### config.mk
export PLATFORM = sky130hd
export DESIGN_NAME = pulse_merger
export DESIGN_NICKNAME = d
export VERILOG_FILES = /design/src/rtl/pulse_merger_pkg.sv /design/src/rtl/rising_edge_detector.sv /design/src/rtl/pulse_merger.sv
export SDC_FILE = /design/constraint.sdc
export NUM_CORES = 1
export LEC_CHECK = 0
export CORE_MARGIN = 3
export CORE_UTILIZATION = 38
export DETAILED_ROUTE_END_ITERATION = 8
export SLEW_MARGIN = 20
export SYNTH_ARGS = -nofsm -noshare
export SYNTH_HDL_FRONTEND = slang
export SYNTH_SLANG_ARGS = --single-unit
### constraint.sdc
create_clock -name clock -period 5.9 [get_ports clock]
set_input_delay 0.885 -clock clock [delete_from_list [all_inputs] [get_ports clock]]
set_output_delay 0.885 -clock clock [all_outputs]
set_load 0.01 [all_outputs]
### src/rtl/pulse_merger_pkg.sv
// Shared types for the pulse merger: FSM state encoding and gap-timer sizing.
package pulse_merger_pkg;

   typedef enum logic [1:0] {
      IDLE    = 2'd0,
      COLLECT = 2'd1,
      EMIT    = 2'd2
   } state_t;

   // Smallest width able to hold the value gap (at least one bit).
   function automatic int gap_width(input int gap);
      return (gap < 2) ? 1 : $clog2(gap + 1);
   endfunction

endpackage

### src/rtl/rising_edge_detector.sv
// One-cycle strobe on each 0->1 transition of sig_in; used by pulse_merger in edge mode.
module rising_edge_detector (
   input  logic clock,
   input  logic resetn,
   input  logic sig_in,
   output logic rise_out
);

   logic prev_q;
   logic prev_d;

   always_comb begin
      prev_d = sig_in;
   end

   always_ff @(posedge clock or negedge resetn) begin
      if (!resetn) begin
         prev_q <= 1'b0;
      end else begin
         prev_q <= prev_d;
      end
   end

   assign rise_out = sig_in & ~prev_q;

endmodule

### src/rtl/pulse_merger.sv
// Merges a burst of separated input pulses into one contiguous output pulse of equal length.
// Define PULSE_MERGER_EDGE_MODE_EN to count only rising edges of pulse_in as pulses.
module pulse_merger
   import pulse_merger_pkg::*;
#(
   parameter int PULSE_COUNTER_WIDTH = 4,
   parameter int GAP_CYCLES          = 2
) (
   input  logic clock,
   input  logic resetn,
   input  logic pulse_in,
   output logic pulse_out,
   output logic busy
);

   localparam int                             GAP_W   = gap_width(GAP_CYCLES);
   localparam logic [GAP_W-1:0]               GAP_MAX = GAP_W'(GAP_CYCLES);
   localparam logic [GAP_W-1:0]               GAP_ONE = GAP_W'(1);
   localparam logic [PULSE_COUNTER_WIDTH-1:0] CNT_MAX = '1;
   localparam logic [PULSE_COUNTER_WIDTH-1:0] CNT_ONE = PULSE_COUNTER_WIDTH'(1);

   state_t                         state_q, state_d;
   logic [PULSE_COUNTER_WIDTH-1:0] count_q, count_d;
   logic [GAP_W-1:0]               gap_q, gap_d;
   logic                           pulse_evt;
   logic                           accept;

`ifdef PULSE_MERGER_EDGE_MODE_EN
   rising_edge_detector u_edge (
      .clock    (clock),
      .resetn   (resetn),
      .sig_in   (pulse_in),
      .rise_out (pulse_evt)
   );
`else
   assign pulse_evt = pulse_in;
`endif

   assign busy      = (count_q == CNT_MAX);
   assign accept    = pulse_evt & ~busy;
   assign pulse_out = (state_q == EMIT);

   always_comb begin
      state_d = state_q;
      count_d = count_q;
      gap_d   = gap_q;
      case (state_q)
         IDLE: begin
            if (accept) begin
               count_d = CNT_ONE;
               gap_d   = '0;
               state_d = COLLECT;
            end
         end
         COLLECT: begin
            if (accept) begin
               count_d = count_q + CNT_ONE;
            end
            // The gap is measured on the raw input, independent of edge mode.
            if (pulse_in) begin
               gap_d = '0;
            end else if (gap_q != GAP_MAX) begin
               gap_d = gap_q + GAP_ONE;
            end
            if (busy || (gap_d == GAP_MAX)) begin
               state_d = EMIT;
            end
         end
         EMIT: begin
            gap_d = '0;
            if (!accept && (count_q != '0)) begin
               count_d = count_q - CNT_ONE;
            end
            if (count_d == '0) begin
               state_d = IDLE;
            end
         end
         default: begin
            state_d = IDLE;
         end
      endcase
   end

   always_ff @(posedge clock or negedge resetn) begin
      if (!resetn) begin
         state_q <= IDLE;
         count_q <= '0;
         gap_q   <= '0;
      end else begin
         state_q <= state_d;
         count_q <= count_d;
         gap_q   <= gap_d;
      end
   end

endmodule
# Yosys cells after proc, flatten, opt, wreduce, memory -nomap -nowiden
# Cells that the tools add are included.
# word_totals
input_bits	3
wordCells	41
output_inout_bits	2
ff_bits	8
# classes
eq_ne	9
n_reduce_logical	10
addsub	3
n_mux	14
bitwise_logic	2
# op_table
cell	n
$mux W4	4
$mux W2	7
$pmux W2 S3	2
$pmux W4 S3	1
$ne A2 B2 Y1 const B	4
$reduce_and A3 Y1	2
$add A4 B1 Y4 const B	1
$eq A2 B2 Y1 const B	2
$eq A4 B4 Y1 const B	1
$logic_not A4 Y1	1
$reduce_bool A4 Y1	1
$sub A4 B1 Y4 const B	1
$reduce_bool A3 Y1	1
$add A2 B1 Y2 const B	1
$eq A2 B1 Y1 const B	1
$logic_not A2 Y1	1
$ne A2 B1 Y1 const B	1
$reduce_and A2 Y1	1
$and A1 B1 Y1	1
$logic_and A1 B1 Y1	1
$logic_not A1 Y1	1
$logic_or A1 B1 Y1	1
$not A1 Y1	1

# Logic depth before layout (Yosys ltp)
# Gate-level depths: netlist of the first run.
# depth
ltp_word	10
depth_mapped	7
mapped_depth_nobuf	7

# Worst setup path before layout of the first run
# No wires, ideal clock.
# synth_timing
kind	input to register
startpoint	in pulse_in
endpoint	reg state_q[1]
arrival_ns	2.169
stages	5
t_required_ns	5.772
setup_slack_ns	3.603
setup_time_ns	0.128
path_cell_list	buf_2 -> o21ai_1 -> a211o_2 -> a311oi_2 -> mux2_1
# synth_between
elab_chain_cells	8
word_cells_on_any_way	14
# synth_lines
item	line_no	source
from (decl)	pulse_merger.sv:11	input logic pulse_in,
$and A1 B1 Y1	pulse_merger.sv:40	assign accept = pulse_evt & ~busy;
$logic_not A1 Y1	pulse_merger.sv:71	if (!accept && (count_q != '0)) begin
$logic_and A1 B1 Y1	pulse_merger.sv:71	
$mux W4	pulse_merger.sv:71	
$mux W4	pulse_merger.sv:47	case (state_q)
$logic_not A4 Y1	pulse_merger.sv:74	if (count_d == '0) begin
$ne A2 B1 Y1 (no source line)	-	
$reduce_and A3 Y1 (no source line) (*)	-	
to (signal assigned)	pulse_merger.sv:90	state_q <= state_d;
to (decl)	pulse_merger.sv:22	state_t state_q, state_d;
# Mark *: on every way between the ends. The rest lies on a longest branch, timed or not. The select of a mux whose other input is x is not followed.
# A chain may end at the register's enable or synchronous reset.

# Worst setup path in the final report of the first run
# layout_timing
startpoint	reg count_q[0]
endpoint	out busy
# layout_between
elab_chain_cells	1
# layout_lines
item	line_no	source
from (decl)	pulse_merger.sv:23	logic [PULSE_COUNTER_WIDTH-1:0] count_q, count_d;
from (signal assigned)	pulse_merger.sv:91	count_q <= count_d;
$eq A4 B4 Y1	pulse_merger.sv:39	assign busy = (count_q == CNT_MAX);
to (decl)	pulse_merger.sv:13	output logic busy
# No other way between the ends.

==> results.md, run 1 <==
- Status: completed
- Hold WC Path Type: flop to flop
- GRT Total Usage: 13.8%
- Largest delay contributor family on the critical path: buffers and inverters
- Met2 Usage GRT: 20.1%
- Placed Area: 727 µm²
- Met3 GRT Util: 6.64%
- Final #Nets: 91
- DR iter-0 viols: 16
- Die area: 2320 µm²
- Fraction of registers with async set/reset: 100%
- R2R Path Start: count_q[0]
- Crit path launch type: flop
- GRT overflow: 0
- Core box area: 1590 µm²
- Antenna fix cells: 0
- Via Count: 543
- Post-Route Setup TNS: 0 ns
- IO Pins: 5
- Grt met1 use: 17.2%
- Worst hold start: gap_q[0]
- Buffers on Ports: 4
- Row count: 14
- Buf/Inv on CP: 2
- Critical path launch point: count_q[0]
- CTS tree: done
- H-tree Lvls: 1
- Top post-synthesis cells by area: dfrtp_1 (30%), ha_1 (13%), o21ai_0 (5.2%), inv_1 (5.0%), nand2_1 (3.9%)
- Routability cong.: 0.832
- Setup repair bufs after CTS: 0
- Maxcap violations: 0
- Max incr delay on CP: 0.53 ns
- Initial Util: 42.5%
- Layout area overhead: 10.7%
- Die height: 48.2 µm
- WL/cell: 13.0 µm
- Share of cells above drive strength 1: 11.4%
- Synth warn: 0
- Synth unique cells: 33
- Main synth FF type: dfrtp_1
- Post-Syn Area: 677 µm²
- Vias/cell: 5.27
- Maximum VDD drop: 0.000130 V
- Pin count of the biggest net entering global routing: 11
- DRT Wirelength: 1340 µm
- Top-area cell type share of the netlist area: 29.6%
- First-pass GRT wire length: 2110 µm
- CP Max Fanout: 7
- Slew @ Worst Pin: 0.626 ns
- CTS clk-pin slew, worst paths: 0.06 ns
- Pins Over Slew Limit: 0
- RSZ-0062 raised after global routing: no
- Leakage: 0.312 nW
- Clk_lat worst skew: 0.27 ns
- Synth area leader: dfrtp_1
- Worst path cell trace: ha_1, nand3_1, inv_1, clkdlybuf4s50_1
- Syn Area/Cell: 9.03 µm²
- Syn nets: 85
- Max stage delay cell, worst path: clkdlybuf4s50_1
- Final Hold Viols: 0
- PostCTS Resize Cnt: 0
- Antenna Nets Post-Route: 0
- WS Path Type: flop to output port
- Crit end category: output port
- Width of the die: 48.2 µm
- Initial antenna violation count: 0
- Final period demand of the worst path: 2.73 ns
- Period utilization: 46.3%
- CTS max path bufs: 2
- Cells after Synth: 75
- #FFs+latches synth: 8
- Utilization after layout: 47.0%
- Max Clk Rate: 0.366 GHz
- PD cells: 447 nW/µm²
- Final HPWL from detailed placement: 1020 µm
- Seq/Total Area, Yosys: 29.6%
- CTS buffer count: 3
- Rel. slew slack: 57.8%
- Worst EP arrival: 1.85 ns
- Sink Count: 8
- CP Data Required Time: 5.02 ns
- Vias in the first global route: 467
- # setup viols final: 0
- CTS Root Buffer Type: clkbuf_4
- Final Instance Area: 749 µm²
- Hold-fix buffer count after cts: 0
- Post-synth EDFFs: 0
- Fin Clk Skew: 0.00688 ns
- GRT busiest layer: met2
- DR pass1 iterations: 4
- # DRC: 0
==> synthesized netlist by cell type, drive strengths merged (2+ instances only) <==
cell type,n
ha,7
o21ai,8
mux2,2
nand3,3
buf,2
inv,10
nand4b,2
a31oi,3
nand2,7
dfrtp,8
a21boi,3
o2bb2ai,3
==> routing by layer <==
layer	vias to the layer above	routed length [µm]
li1	284	-
met2	13	568
met5	-	0
met3	4	88
met4	0	24
met1	242	661
==> final timing paths <==
| kind | end | slack, ns | cells past startpoint |
|---|---|---|---|
| max in group asynchronous | count_q[1] | 4.72 | 1 |
| min in group asynchronous | gap_q[0] | 0.90 | 1 |
| worst min register to register | gap_q[0] | 0.55 | 2 |
| worst max-delay path | busy | 3.17 | 4 |
| worst max register to register | state_q[1] | 3.60 | 7 |
| worst min-delay path | gap_q[0] | 0.55 | 2 |
==> worst register-to-register path, delay by kind of cell, from the launching register on <==
kind | cells | cell delay, ns
flops | 1 | 0.50
compound gates | 2 | 0.67
fa+ha+maj | 1 | 0.23
mux | 1 | 0.36
simple gates | 2 | 0.31
buf+inv | 1 | 0.10
==> cells by family after synthesis <==
logic type               Yosys count  share of synthesized area [%]
buffers and inverters             13                           8.50
AND/OR/NAND/NOR                   20                           18.9
multiplexers                       3                           4.81
adder cells (fa/ha/maj)            7                           12.9
flip-flops                         8                           29.6
AO/OA/AOI/OAI                     24                           25.3
==> cells in the final DEF (no fill, tap or decap), drive strengths merged <==
master,n
mux2i,1
nor4,1
mux2,2
o21ai,8
nand2,7
nor3b,1
or4,1
a221o,1
o2bb2ai,3
inv,10
ha,7
a21o,1
a211o,1
clkdlybuf4s50,4
nand4b,2
a311oi,1
clkbuf,3
dfrtp,8
a21boi,3
a31oi,3
o22ai,1
nor2b,1
nand4,1
nand3,3
a32oi,1
nor2,1
or3b,1
a21oi,1
and3,1
==> cell type report <==
class | instances | area (µm²)
Inverter | 10 | 37.5
Tap cell | 24 | 30.0
Sequential cell | 8 | 200
Fill cell | 153 | 845
Multi-Input combinational cell | 54 | 419
Timing Repair Buffer | 4 | 40.0
Clock buffer | 3 | 22.5
==> where the power goes <==
part / leakage (nW) / internal (mW) / switching, mW
Combinational: 0.193 / 0.0869 / 0.104
Sequential: 0.105 / 0.0736 / 0.0250
Clock: 0.0138 / 0.0235 / 0.0216
==> sequential cells by signal, indices dropped and copies added, names as in the netlist <==
register,flops
count_q,4
gap_q,2
state_q,2
==> per-stage QoR <==
stage,setup WS (ns),instances,hold WS [ns],total power [mW]
finish,3.17,103,0.548,0.335
CTS,3.17,103,0.555,0.336
detailed placement,2.96,100,0.541,0.290
floorplan,3.60,75,0.508,0.244
global placement,2.97,100,0.525,0.290
global route,3.06,103,0.564,0.363
No activity file was read; power rests on OpenSTA's default activity.
==> inputs of run 2 (changes only) <==
clock period = 2.46 ns   (was 5.9 ns; I/O delays follow)
==> run 2 against run 1 <==
Compared with the run above:
- clock-buffer cell count unchanged
- design area increased by 1.0%
- largest cell class unchanged
- critical path type unchanged
- sequential share of layout area decreased by 0.26 points
- first-iteration DRC count increased by 25%
- core utilization increased by 0.47 points
- clock skew decreased by 0.0042 ns
==> results.md, run 2 (synthesis results as in run 1) <==
- Post-Route Setup TNS: 0 ns (unchanged)
- CTS clk-pin slew, worst paths: 0.05 ns (was 0.06 ns)
- Sink Count: 8 (unchanged)
- Row count: 14 (unchanged)
- Leakage: 0.317 nW (was 0.312 nW)
- Period utilization: 90.1%
- Clock power share: 12.0% (was 13.5%)
- GRT Total Usage: 14.5% (was 13.8%)
- Max Clk Rate: 0.451 GHz
- # DRC: 0 (unchanged)
- Vias/cell: 5.43 (was 5.27)
- Width of the die: 48.2 µm (unchanged)
- Final Hold Viols: 0 (unchanged)
- Layout area overhead: 11.8% (was 10.7%)
- Final #Nets: 92 (was 91)
- Pins Over Slew Limit: 0 (unchanged)
- Final std cells w/o fill: 104 (was 103)
- Rel. slew slack: 57.2% (was 57.8%)
- H-tree Lvls: 1 (unchanged)
- Final HPWL from detailed placement: 1100 µm (was 1020 µm)
- CP Max Fanout: 7 (unchanged)
- CP Data Required Time: 2.09 ns (was 5.02 ns)
- Final period demand of the worst path: 2.22 ns
- Final Instance Area: 757 µm² (was 749 µm²)
- Placed Area: 734 µm² (was 727 µm²)
- Most frequent cells in the layout: inv_1 (9), dfrtp_1 (8), nand2_1 (7), o21ai_0 (7), ha_1 (7) (unchanged)
- Slew @ Worst Pin: 0.636 ns (was 0.626 ns)
- Maximum VDD drop: 0.000617 V (was 0.000130 V)
- DR pass1 iterations: 4 (unchanged)
- Share of cells above drive strength 1: 12.5% (was 11.4%)
- Net load switching power: 363 µW (was 151 µW)
- Placed insts: 101 (was 100)
- IO Pins: 5 (unchanged)
- DRT Wirelength: 1360 µm (was 1340 µm)
- Initial antenna violation count: 0 (unchanged)
- First-pass GRT wire length: 2310 µm (was 2110 µm)
- Clk_lat worst skew: 0.25 ns (was 0.27 ns)
- Commonest non-fill, non-tap cell in the layout: inv_1 (unchanged)
- Buffers on Ports: 4 (unchanged)
- PD cells: 1070 nW/µm² (was 447 nW/µm²)
- Switch share: 44.7% (was 45.1%)
- Max reg flops: 4 (unchanged)
- Hold WC Path Type: primary input to async pin (was flop to flop)
- Part of the power in registers: 29.1% (was 29.5%)
- Setup repair bufs after CTS: 0 (unchanged)
- Initial Util: 42.5% (unchanged)
- CTS buffer count: 3 (unchanged)
- RSZ-0062 raised after global routing: no (unchanged)
- Routability cong.: 0.781 (was 0.832)
- Antenna Nets Post-Route: 0 (unchanged)
- # setup viols final: 0 (unchanged)
- DR iter-0 viols: 20 (was 16)
- Antenna fix cells: 0 (unchanged)
- Pin count of the biggest net entering global routing: 11 (unchanged)
- Utilization after layout: 47.5% (was 47.0%)
- Largest Register: count_q (unchanged)
- Status: completed (unchanged)
- GRT overflow: 0 (unchanged)
- Via Count: 565 (was 543)
- Maxcap violations: 0 (unchanged)
- Vias in the first global route: 530 (was 467)
- Die area: 2320 µm² (unchanged)
- CTS Root Buffer Type: clkbuf_4 (unchanged)
- Top Registers: count_q (4), gap_q (2), state_q (2) (unchanged)
- Hold-fix buffer count after cts: 0 (unchanged)
- CTS tree: done (unchanged)
- PostCTS Resize Cnt: 0 (unchanged)
- Die height: 48.2 µm (unchanged)
- Fin Clk Skew: 0.00263 ns (was 0.00688 ns)
- Gate power share: 58.9% (was 57.1%)
- Crit end category: output port (unchanged)
- Crit path launch type: flop (unchanged)
- Worst EP arrival: 1.85 ns (about the same)
- Core box area: 1590 µm² (unchanged)
- CTS max path bufs: 2 (unchanged)
- Cell Int Power: 450 µW (was 184 µW)
- WL/cell: 13.1 µm (was 13.0 µm)
- WS Path Type: flop to output port (unchanged)
-- run 2: changes by cell type in the layout (fill, tap and decap cells not counted) --
cell	delta
buf_4	+1
-- run 2: path summary, 6_finish.rpt --
| kind | slack (ns) | to | depth (start not counted) | startpoint |
|---|---|---|---|---|
| setup / recovery | 0.24 | busy | 4 | count_q[0] |
| hold reg to reg | 0.55 | gap_q[1] | 2 | gap_q[1] |
| max in group asynchronous | 1.80 | count_q[0] | 1 | resetn |
| min in group clock | 0.55 | gap_q[1] | 2 | gap_q[1] |
| setup reg to reg | 0.32 | state_q[0] | 7 | count_q[0] |
| hold / removal | 0.40 | gap_q[0] | 1 | resetn |
-- run 2: cell type report --
type                    count  area (µm²)
fillers                   160         837
multi-input cells          54         419
flip-flops and latches      8         200
clock buffers               3        22.5
repair buffers              5        47.5
well taps                  24        30.0
inverters                  10        37.5
-- run 2: critical path: stages (launching register included) --
cell	delay [ns]
dfrtp_1	0.49
ha_1	0.33
nand3_1	0.15
inv_1	0.10
clkdlybuf4s50_1	0.53
-- run 2: metal layers --
metal  track usage (%)  up-vias  routed length [µm]
met5                 0        -                   0
met4              4.84        0                   3
met3              5.17        2                  48
met2              20.1       11                 600
met1              20.7      266                 710
li1                  -      286                   -
-- run 2: power groups by stage --
stage	sequential, mW	clock [mW]	combinational [mW]
finish	0.236	0.0976	0.479
floorplan	0.221	0	0.365
global placement	0.236	0	0.466
detailed placement	0.237	0	0.474
CTS	0.235	0.103	0.477
global route	0.244	0.108	0.534
-- run 2: per-stage QoR --
| step | power [mW] | hold slack, ns | setup slack, ns |
|---|---|---|---|
| floorplan | 0.586 | 0.0734 | 0.420 |
| global placement | 0.702 | 0.538 | 0.118 |
| detailed placement | 0.711 | 0.549 | 0.0789 |
| CTS | 0.815 | 0.406 | 0.269 |
| global route | 0.886 | 0.417 | 0.114 |
| finish | 0.813 | 0.397 | 0.243 |
